$ cat config.mk
export PLATFORM = sky130hd
export DESIGN_NAME = grad_accum_engine_flat
export DESIGN_NICKNAME = d
export VERILOG_FILES = /design/src/rtl/bp_pkg.sv /design/src/rtl/grad_accum_engine_if.sv /design/src/rtl/fxp_mul.sv /design/src/rtl/grad_accum_engine.sv /design/src/flat_wrapper.sv
export SDC_FILE = /design/constraint.sdc
export NUM_CORES = 2
export LEC_CHECK = 0
export BUFFER_PORTS_ARGS = -buffer_cell sky130_fd_sc_hd__buf_2
export CELL_PAD_IN_SITES_DETAIL_PLACEMENT = 2
export CELL_PAD_IN_SITES_GLOBAL_PLACEMENT = 2
export CORE_MARGIN = 2
export CORE_UTILIZATION = 45
export CTS_BUF_LIST = sky130_fd_sc_hd__clkbuf_4
export CTS_CLUSTER_DIAMETER = 50
export DETAILED_ROUTE_END_ITERATION = 8
export PLACE_DENSITY_LB_ADDON = 0.15
export RECOVER_POWER = 100
export SLEW_MARGIN = 25
export SYNTH_ARGS = -nofsm -noshare
export SYNTH_HDL_FRONTEND = slang
export SYNTH_SLANG_ARGS = --single-unit
$ cat constraint.sdc
create_clock -name clk -period 42.4 [get_ports clk]
set_input_delay 6.36 -clock clk [delete_from_list [all_inputs] [get_ports clk]]
set_output_delay 6.36 -clock clk [all_outputs]
set_load 0.005 [all_outputs]
$ cat src/rtl/bp_pkg.sv
// Shared backprop package: fixed-point constants, the engine state
// encoding and the narrowing helpers also used by the forward blocks.
// Optional feature macro: GRAD_SAT_EN (clamp instead of wrap on narrowing).
package bp_pkg;

   localparam int FRAC_DEF = 10;
   localparam int ONE      = 1 << FRAC_DEF;

   typedef enum logic [1:0] {
      IDLE  = 2'd0,
      DELTA = 2'd1,
      GRAD  = 2'd2,
      DONE  = 2'd3
   } bp_state_e;

   // Keep the low w bits and sign-extend them back to 64 bits.
   function automatic logic signed [63:0] wrap_to(input logic signed [63:0] v,
                                                  input int w);
      logic signed [63:0] t;
      t = v <<< (64 - w);
      return t >>> (64 - w);
   endfunction

   // Clamp to the signed range of a w-bit value.
   function automatic logic signed [63:0] sat_to(input logic signed [63:0] v,
                                                 input int w);
      logic signed [63:0] hi;
      logic signed [63:0] lo;
      hi = (64'sd1 <<< (w - 1)) - 64'sd1;
      lo = 64'sd0 - (64'sd1 <<< (w - 1));
      if (v > hi) return hi;
      if (v < lo) return lo;
      return v;
   endfunction

   // Narrowing used everywhere a wide result drops to a register width.
   function automatic logic signed [63:0] narrow(input logic signed [63:0] v,
                                                 input int w);
`ifdef GRAD_SAT_EN
      return sat_to(v, w);
`else
      return wrap_to(v, w);
`endif
   endfunction

endpackage

$ cat src/rtl/grad_accum_engine_if.sv
// Sample/command and read-back bus of the gradient accumulation engine.
// master = the sequencing side (forward block / update stage), slave = engine.
interface grad_accum_engine_if #(
   parameter int DW    = 16,
   parameter int N_OUT = 4,
   parameter int N_IN  = 5,
   parameter int AW    = $clog2(N_OUT * (N_IN + 1))
);
   logic                  start;
   logic                  clear;
   logic [N_OUT*DW-1:0]   a_out;
   logic [N_OUT*DW-1:0]   target;
   logic [N_IN*DW-1:0]    a_in;
   logic                  busy;
   logic                  done;
   logic [15:0]           n_samples;
   logic [AW-1:0]         rd_addr;
   logic [DW-1:0]         rd_data;

   modport master (
      output start, clear, a_out, target, a_in, rd_addr,
      input  busy, done, n_samples, rd_data
   );

   modport slave (
      input  start, clear, a_out, target, a_in, rd_addr,
      output busy, done, n_samples, rd_data
   );
endinterface

$ cat src/rtl/fxp_mul.sv
// Signed fixed-point multiply: full product, arithmetic shift by FRAC,
// then narrow to OW bits (wrap, or clamp when GRAD_SAT_EN is defined).
module fxp_mul #(
   parameter int AW   = 16,
   parameter int BW   = 16,
   parameter int FRAC = 10,
   parameter int OW   = 16
) (
   input  logic signed [AW-1:0] a,
   input  logic signed [BW-1:0] b,
   output logic signed [OW-1:0] p
);
   import bp_pkg::*;

   logic signed [AW+BW-1:0] prod;
   logic signed [63:0]      ext;
   logic signed [63:0]      shifted;

   // Multiply at full width so nothing is lost before the shift.
   always_comb begin
      prod    = a * b;
      ext     = 64'(prod);
      shifted = ext >>> FRAC;
      p       = OW'(narrow(shifted, OW));
   end

endmodule

$ cat src/rtl/grad_accum_engine.sv
// Backward-pass engine for one sigmoid output layer. A latched sample is
// walked through DELTA (one neuron per cycle) and GRAD (one weight/bias
// element per cycle); -LR-scaled gradients accumulate in a flat bank
// read back through a registered random-access port.
// Optional feature macro: GRAD_SAT_EN (saturating accumulate / narrowing).
module grad_accum_engine
   import bp_pkg::*;
#(
   parameter int DW    = 16,
   parameter int FRAC  = 10,
   parameter int N_OUT = 4,
   parameter int N_IN  = 5,
   parameter int ACC_W = 32,
   parameter int LR    = 102
) (
   input  logic                clk,
   input  logic                rst,
   grad_accum_engine_if.slave  bus
);

   localparam int N_K = N_OUT * (N_IN + 1);
   localparam int KW  = $clog2(N_K);
   localparam int JW  = (N_OUT > 1) ? $clog2(N_OUT) : 1;
   localparam int IW  = $clog2(N_IN + 1);
   localparam int ONE_I = 1 << FRAC;
   localparam logic signed [DW:0]   ONE_X  = ONE_I[DW:0];
   localparam logic signed [DW-1:0] ONE_D  = ONE_I[DW-1:0];
   localparam logic signed [63:0]   LR_NEG = 64'sd0 - 64'(LR);

   bp_state_e                  state_q, state_d;
   logic [JW-1:0]              j_q, j_d;
   logic [IW-1:0]              i_q, i_d;
   logic [KW-1:0]              k_q, k_d;
   logic [N_OUT*DW-1:0]        a_out_q, a_out_d;
   logic [N_OUT*DW-1:0]        target_q, target_d;
   logic [N_IN*DW-1:0]         a_in_q, a_in_d;
   logic signed [DW-1:0]       delta_q [N_OUT];
   logic signed [DW-1:0]       delta_d [N_OUT];
   logic signed [ACC_W-1:0]    acc_q [N_K];
   logic signed [ACC_W-1:0]    acc_d [N_K];
   logic [15:0]                n_samples_q, n_samples_d;
   logic                       done_q, done_d;
   logic [DW-1:0]              rd_data_q, rd_data_d;

   logic signed [DW-1:0]       aj, tj;
   logic signed [DW:0]         one_m_a, a_m_t;
   logic signed [DW-1:0]       dadz, delta_new;
   logic [IW-1:0]              isel;
   logic signed [DW-1:0]       xi;
   logic signed [2*DW-1:0]     dw;
   logic signed [63:0]         acc_sum;
   logic signed [ACC_W-1:0]    acc_new;
   logic signed [63:0]         rd_ext;

   // Operand selection for the delta path: neuron j of the latched sample.
   always_comb begin
      aj      = a_out_q[int'(j_q)*DW +: DW];
      tj      = target_q[int'(j_q)*DW +: DW];
      one_m_a = ONE_X - {aj[DW-1], aj};
      a_m_t   = {aj[DW-1], aj} - {tj[DW-1], tj};
   end

   fxp_mul #(.AW(DW+1), .BW(DW), .FRAC(FRAC), .OW(DW)) u_dadz (
      .a (one_m_a),
      .b (aj),
      .p (dadz)
   );

   fxp_mul #(.AW(DW+1), .BW(DW), .FRAC(FRAC), .OW(DW)) u_delta (
      .a (a_m_t),
      .b (dadz),
      .p (delta_new)
   );

   // Input column i; the extra column is the bias with a constant 1.0 input.
   always_comb begin
      isel = (int'(i_q) < N_IN) ? i_q : '0;
      xi   = (int'(i_q) < N_IN) ? a_in_q[int'(isel)*DW +: DW] : ONE_D;
   end

   fxp_mul #(.AW(DW), .BW(DW), .FRAC(FRAC), .OW(2*DW)) u_dw (
      .a (delta_q[j_q]),
      .b (xi),
      .p (dw)
   );

   // Accumulate -LR * dw into element k; the sum is formed wide, then narrowed.
   always_comb begin
      acc_sum = 64'(acc_q[k_q]) + LR_NEG * 64'(dw);
      acc_new = ACC_W'(narrow(acc_sum, ACC_W));
   end

   // Read-back port: scaled to Q.FRAC, out-of-range addresses read zero.
   always_comb begin
      rd_ext = '0;
      if (32'(bus.rd_addr) < N_K) rd_ext = 64'(acc_q[bus.rd_addr]) >>> FRAC;
      rd_data_d = DW'(narrow(rd_ext, DW));
   end

   // Sequencer: next state, counters, sample latch, delta and accumulator bank.
   always_comb begin
      state_d     = state_q;
      j_d         = j_q;
      i_d         = i_q;
      k_d         = k_q;
      a_out_d     = a_out_q;
      target_d    = target_q;
      a_in_d      = a_in_q;
      delta_d     = delta_q;
      acc_d       = acc_q;
      n_samples_d = n_samples_q;
      done_d      = 1'b0;
      unique case (state_q)
         IDLE: begin
            // clear lands first so a simultaneous start accumulates onto zero
            if (bus.clear) begin
               for (int k = 0; k < N_K; k++) acc_d[k] = '0;
               n_samples_d = '0;
            end
            if (bus.start) begin
               a_out_d  = bus.a_out;
               target_d = bus.target;
               a_in_d   = bus.a_in;
               j_d      = '0;
               state_d  = DELTA;
            end
         end
         DELTA: begin
            delta_d[j_q] = delta_new;
            if (j_q == JW'(N_OUT - 1)) begin
               j_d     = '0;
               i_d     = '0;
               k_d     = '0;
               state_d = GRAD;
            end else begin
               j_d = j_q + JW'(1);
            end
         end
         GRAD: begin
            acc_d[k_q] = acc_new;
            if (k_q == KW'(N_K - 1)) begin
               j_d     = '0;
               i_d     = '0;
               k_d     = '0;
               state_d = DONE;
            end else begin
               k_d = k_q + KW'(1);
               if (i_q == IW'(N_IN)) begin
                  i_d = '0;
                  j_d = j_q + JW'(1);
               end else begin
                  i_d = i_q + IW'(1);
               end
            end
         end
         DONE: begin
            done_d = 1'b1;
            if (n_samples_q != 16'hFFFF) n_samples_d = n_samples_q + 16'd1;
            state_d = IDLE;
         end
         default: state_d = IDLE;
      endcase
   end

   // State register; reset wipes the sample, deltas and the whole bank.
   always_ff @(posedge clk) begin
      if (rst) begin
         state_q     <= IDLE;
         j_q         <= '0;
         i_q         <= '0;
         k_q         <= '0;
         a_out_q     <= '0;
         target_q    <= '0;
         a_in_q      <= '0;
         for (int j = 0; j < N_OUT; j++) delta_q[j] <= '0;
         for (int k = 0; k < N_K; k++) acc_q[k] <= '0;
         n_samples_q <= '0;
         done_q      <= 1'b0;
         rd_data_q   <= '0;
      end else begin
         state_q     <= state_d;
         j_q         <= j_d;
         i_q         <= i_d;
         k_q         <= k_d;
         a_out_q     <= a_out_d;
         target_q    <= target_d;
         a_in_q      <= a_in_d;
         delta_q     <= delta_d;
         acc_q       <= acc_d;
         n_samples_q <= n_samples_d;
         done_q      <= done_d;
         rd_data_q   <= rd_data_d;
      end
   end

   assign bus.busy      = (state_q != IDLE);
   assign bus.done      = done_q;
   assign bus.n_samples = n_samples_q;
   assign bus.rd_data   = rd_data_q;

endmodule

$ cat src/flat_wrapper.sv
// flat-port wrapper written by rule: the top's interface ports become plain ports
module grad_accum_engine_flat import bp_pkg::*;
#(
   parameter int DW    = 16,
   parameter int FRAC  = 10,
   parameter int N_OUT = 4,
   parameter int N_IN  = 5,
   parameter int ACC_W = 32,
   parameter int LR    = 102
)
  (clk, rst, bus_start, bus_clear, bus_a_out, bus_target, bus_a_in, bus_rd_addr, bus_busy, bus_done, bus_n_samples, bus_rd_data);
  grad_accum_engine_if #(.DW(DW), .N_OUT(N_OUT), .N_IN(N_IN)) bus_i ();
  input  logic clk;
  input  logic rst;
  input wire logic [$bits(bus_i.start)-1:0] bus_start;
  input wire logic [$bits(bus_i.clear)-1:0] bus_clear;
  input wire logic [$bits(bus_i.a_out)-1:0] bus_a_out;
  input wire logic [$bits(bus_i.target)-1:0] bus_target;
  input wire logic [$bits(bus_i.a_in)-1:0] bus_a_in;
  input wire logic [$bits(bus_i.rd_addr)-1:0] bus_rd_addr;
  output wire logic [$bits(bus_i.busy)-1:0] bus_busy;
  output wire logic [$bits(bus_i.done)-1:0] bus_done;
  output wire logic [$bits(bus_i.n_samples)-1:0] bus_n_samples;
  output wire logic [$bits(bus_i.rd_data)-1:0] bus_rd_data;
  assign bus_i.start = bus_start;
  assign bus_i.clear = bus_clear;
  assign bus_i.a_out = bus_a_out;
  assign bus_i.target = bus_target;
  assign bus_i.a_in = bus_a_in;
  assign bus_i.rd_addr = bus_rd_addr;
  assign bus_busy = bus_i.busy;
  assign bus_done = bus_i.done;
  assign bus_n_samples = bus_i.n_samples;
  assign bus_rd_data = bus_i.rd_data;
  grad_accum_engine #(.DW(DW), .FRAC(FRAC), .N_OUT(N_OUT), .N_IN(N_IN), .ACC_W(ACC_W), .LR(LR)) u_core (.clk(clk), .rst(rst), .bus(bus_i));
endmodule
==> metrics.txt <==
# TYPE chip_impl_metric gauge
chip_impl_info{name="ys.flop_type",value="dfxtp_1"} 1
chip_impl_metric{name="pin_count_of_the_biggest_net_entering_global_routing",unit=""} 225
chip_impl_metric{name="drt_wl_total",unit="um"} 292000
chip_impl_metric{name="yosysSeqAreaShare",unit="%"} 25.7
chip_impl_metric{name="route.detailed.wl_per_inst",unit="um"} 29.0
chip_impl_metric{name="via_per_inst",unit=""} 6.09
chip_impl_info{name="cts_root_buf",value="clkbuf_4"} 1
chip_impl_metric{name="period_minus_slack",unit="ns"} 21.71
chip_impl_info{name="timing_worst_setup_path_type",value="reg2reg"} 1
chip_impl_metric{name="critical_path_required",unit="ns"} 43.50
chip_impl_metric{name="die_h",unit="um"} 402
chip_impl_metric{name="floorplan.rows",unit=""} 146
chip_impl_metric{name="grt_pass1_vias",unit=""} 70225
chip_impl_metric{name="start_util",unit="%"} 45.2
chip_impl_metric{name="critical_path_arrival",unit="ns"} 22.81
chip_impl_info{name="rsz0062_at_grt",value="false"} 1
chip_impl_metric{name="postSynthCellCount",unit=""} 7709
chip_impl_metric{name="nNetsFinal",unit=""} 9150
chip_impl_metric{name="global_route_wire_length_before_repair",unit="um"} 441000
chip_impl_metric{name="post_synth_edffs",unit=""} 0
chip_impl_metric{name="postSynth.asyncResetShare",unit="%"} 0
chip_impl_info{name="cp_slowest_cell",value="clkbuf_1"} 1
chip_impl_metric{name="hold_ws",unit="ns"} 0.458
chip_impl_metric{name="routabilityCongestion",unit=""} 0.934
chip_impl_metric{name="drive_gt1_share",unit="%"} 14.9
chip_impl_metric{name="antenna_found_initial",unit=""} 16
chip_impl_metric{name="io_pins",unit=""} 251
chip_impl_metric{name="port_buf_inserts",unit=""} 250
chip_impl_metric{name="ant_nets",unit=""} 0
chip_impl_metric{name="cp_max_fo",unit=""} 44
chip_impl_info{name="failing_checks",value="capacitance limit, slew limit"} 1
chip_impl_metric{name="path_clk_slew",unit="ns"} 0.06
chip_impl_metric{name="placeableCoreArea",unit="sq um"} 158000
chip_impl_info{name="most-common-layout-cells",value="988 x nor2_1, 979 x inv_1, 913 x dfxtp_1"} 1
chip_impl_metric{name="finalMaxSlewViolations",unit=""} 1155
chip_impl_metric{name="worstMarginPinSlew",unit="ns"} 10.02
chip_impl_metric{name="placed_cells_incl_taps",unit=""} 9617
chip_impl_metric{name="drt-pass1-iter-count",unit=""} 6
chip_impl_metric{name="die_area",unit="sq um"} 162000
chip_impl_metric{name="clock_sinks",unit=""} 917
chip_impl_metric{name="setup_viol",unit=""} 0
chip_impl_info{name="tritoncts_clock_tree",value="done"} 1
chip_impl_metric{name="clkLatencyLatePin",unit="ns"} 1.40
chip_impl_metric{name="die_width",unit="um"} 402
chip_impl_metric{name="worst-path-buf-inv",unit=""} 10
chip_impl_metric{name="final_core_util",unit="%"} 49.3
chip_impl_metric{name="grt_overflow_total",unit=""} 0
chip_impl_metric{name="cts.repair.resized",unit=""} 0
chip_impl_metric{name="worst_slew_margin_rel",unit="%"} -568
chip_impl_metric{name="synth_fp_nets",unit=""} 9023
chip_impl_metric{name="regToRegSetupSlack",unit="ns"} 20.69
chip_impl_info{name="final_common_cell",value="nor2_1"} 1
chip_impl_metric{name="detailroute.via_count",unit=""} 61434
chip_impl_metric{name="grt_usage",unit="%"} 35.8
chip_impl_metric{name="ratio_of_final_minimum_period_to_clock_period",unit="%"} 51.2
chip_impl_metric{name="ys_ff_latch",unit=""} 917
chip_impl_info{name="status",value="finished with violations"} 1
chip_impl_metric{name="drt_drc_violations_left",unit=""} 0
chip_impl_metric{name="drv.max_cap_violation_count",unit=""} 22
chip_impl_metric{name="area_growth_from_synthesis_to_layout",unit="%"} 9.16
chip_impl_metric{name="hold_buffers",unit=""} 0
chip_impl_info{name="holdCritPathClass",value="reg2reg"} 1
chip_impl_metric{name="postCtsSetupRepairBufs",unit=""} 0
chip_impl_metric{name="final_cell_count_without_fillers",unit=""} 10086
chip_impl_metric{name="cpPeakStageDelay",unit="ns"} 2.55
chip_impl_info{name="worst_setup_path_end_kind",value="flip-flop"} 1
chip_impl_metric{name="max_freq",unit="GHz"} 0.0461
chip_impl_metric{name="ctsHtreeMaxLevel",unit=""} 5
chip_impl_metric{name="synth.avg_cell_area",unit="sq um"} 9.25
chip_impl_metric{name="clock_tree.buffer_depth",unit=""} 4
chip_impl_info{name="critical_path.startpoint_type",value="flip-flop"} 1
chip_impl_info{name="crit_path_frequent_cell",value="fa_1"} 1
chip_impl_info{name="timing.critical_path.max_delay_family",value="adder cells"} 1
chip_impl_metric{name="timing.final.hold_violations",unit=""} 0
chip_impl_metric{name="detailedPlacementHpwl",unit="um"} 203000
chip_impl_metric{name="synth.yosys.warnings",unit=""} 0
chip_impl_metric{name="clock_skew",unit="ns"} 0.194
chip_impl_metric{name="yosysUniqueCellTypes",unit=""} 87
chip_impl_metric{name="timing.setup.tns",unit="ns"} 0
chip_impl_metric{name="initialDrtViolationCount",unit=""} 4941
chip_impl_metric{name="cts_made_buffers",unit=""} 282
chip_impl_metric{name="post_synthesis_instance_area",unit="sq um"} 71300
==> per-stage QoR <==
stage / instance area, sq um / setup slack, ns
2_1_floorplan: 71300 / 28.78
3_3_place_gp: 74400 / 26.43
3_5_place_dp: 74600 / 25.44
4_1_cts: 77800 / 25.34
5_1_grt: 77800 / 19.62
6_report: 77800 / 20.69
==> final cells by class <==
type | count | area [sq um]
Fill cell | 16814 | 80000
Timing Repair Buffer | 355 | 2140
Clock buffer | 391 | 2940
Sequential cell | 917 | 18400
Tap cell | 2072 | 2590
Antenna cell | 17 | 42.5
Clock inverter | 54 | 260
Inverter | 987 | 3700
Multi-Input combinational cell | 5293 | 47800
==> cell families after synthesis <==
group / share of synthesized area (%)
simple gates: 13.8
compound gates: 12.0
fa+ha+maj: 26.9
mux: 11.0
xor+xnor: 2.67
buf+inv: 7.95
flops: 25.7
==> flip-flops by register name, summed over array words and instances, names as in the netlist <==
register              count
u_core.i_q                3
u_core.j_q                2
u_core.k_q                5
u_core.bus.rd_data       16
u_core.a_in_q            80
u_core.a_out_q           64
u_core.delta_q           64
u_core.acc_q            600
u_core.state_q            2
u_core.bus.done           1
u_core.target_q          64
u_core.bus.n_samples     16
==> metal layers <==
metal | wire length, um | track usage (%) | up-vias | share of wire [%]
li1 | - | - | 25849 | -
met4 | 14600 | 17.5 | 12 | 5.0
met5 | 88 | 0 | - | 0.030
met2 | 143000 | 60.3 | 2557 | 49
met3 | 19500 | 6.14 | 781 | 6.7
met1 | 115000 | 44.6 | 32235 | 39
==> synth_stat cells, types with 5 or more instances <==
library cell,instances,area (sq um)
a21o_1,52,390
a211oi_1,9,67.6
ha_1,374,4680
a32oi_1,26,228
nor3_1,41,205
or2_2,11,68.8
dfxtp_1,917,18400
o21ai_0,88,440
nand3b_1,84,631
o211ai_1,12,90.1
xor2_1,61,534
mux2_2,36,405
xnor2_1,140,1230
o31ai_1,30,225
inv_1,979,3670
a22oi_1,527,3960
nand2b_1,104,651
nor2b_1,46,288
o22ai_1,51,319
mux2i_1,61,611
inv_2,5,18.8
fa_1,723,14500
nand3_1,21,105
o21bai_1,16,120
mux4_2,301,6780
and2_1,49,307
nand4_1,13,81.3
o21ai_1,19,95.1
buf_2,8,40.0
o2111ai_1,5,43.8
and3_1,9,56.3
or3_1,29,181
nor2_1,1012,3800
nand2_1,867,3250
o21a_1,52,390
clkbuf_1,465,1750
buf_1,35,131
a21oi_1,341,1710
==> worst register-to-register path, delay by kind of cell (launching register included) <==
kind | cells | cell delay (ns)
fa+ha+maj | 15 | 7.12
compound gates | 15 | 5.89
buf+inv | 10 | 4.24
flops | 1 | 2.09
simple gates | 7 | 1.24
xor+xnor | 2 | 0.51
mux | 1 | 0.45
==> worst paths after layout <==
path                       start                   to  cells past startpoint
max                u_core.j_q[0]   u_core.delta_q[47]                     50
min          u_core.target_q[55]  u_core.target_q[55]                      2
max reg2reg        u_core.j_q[0]   u_core.delta_q[47]                     50
min reg2reg  u_core.target_q[55]  u_core.target_q[55]                      2
Power is left out: the tool's default activity adds up to more than one toggle a clock period on the data nets, which glitch-free logic cannot reach.
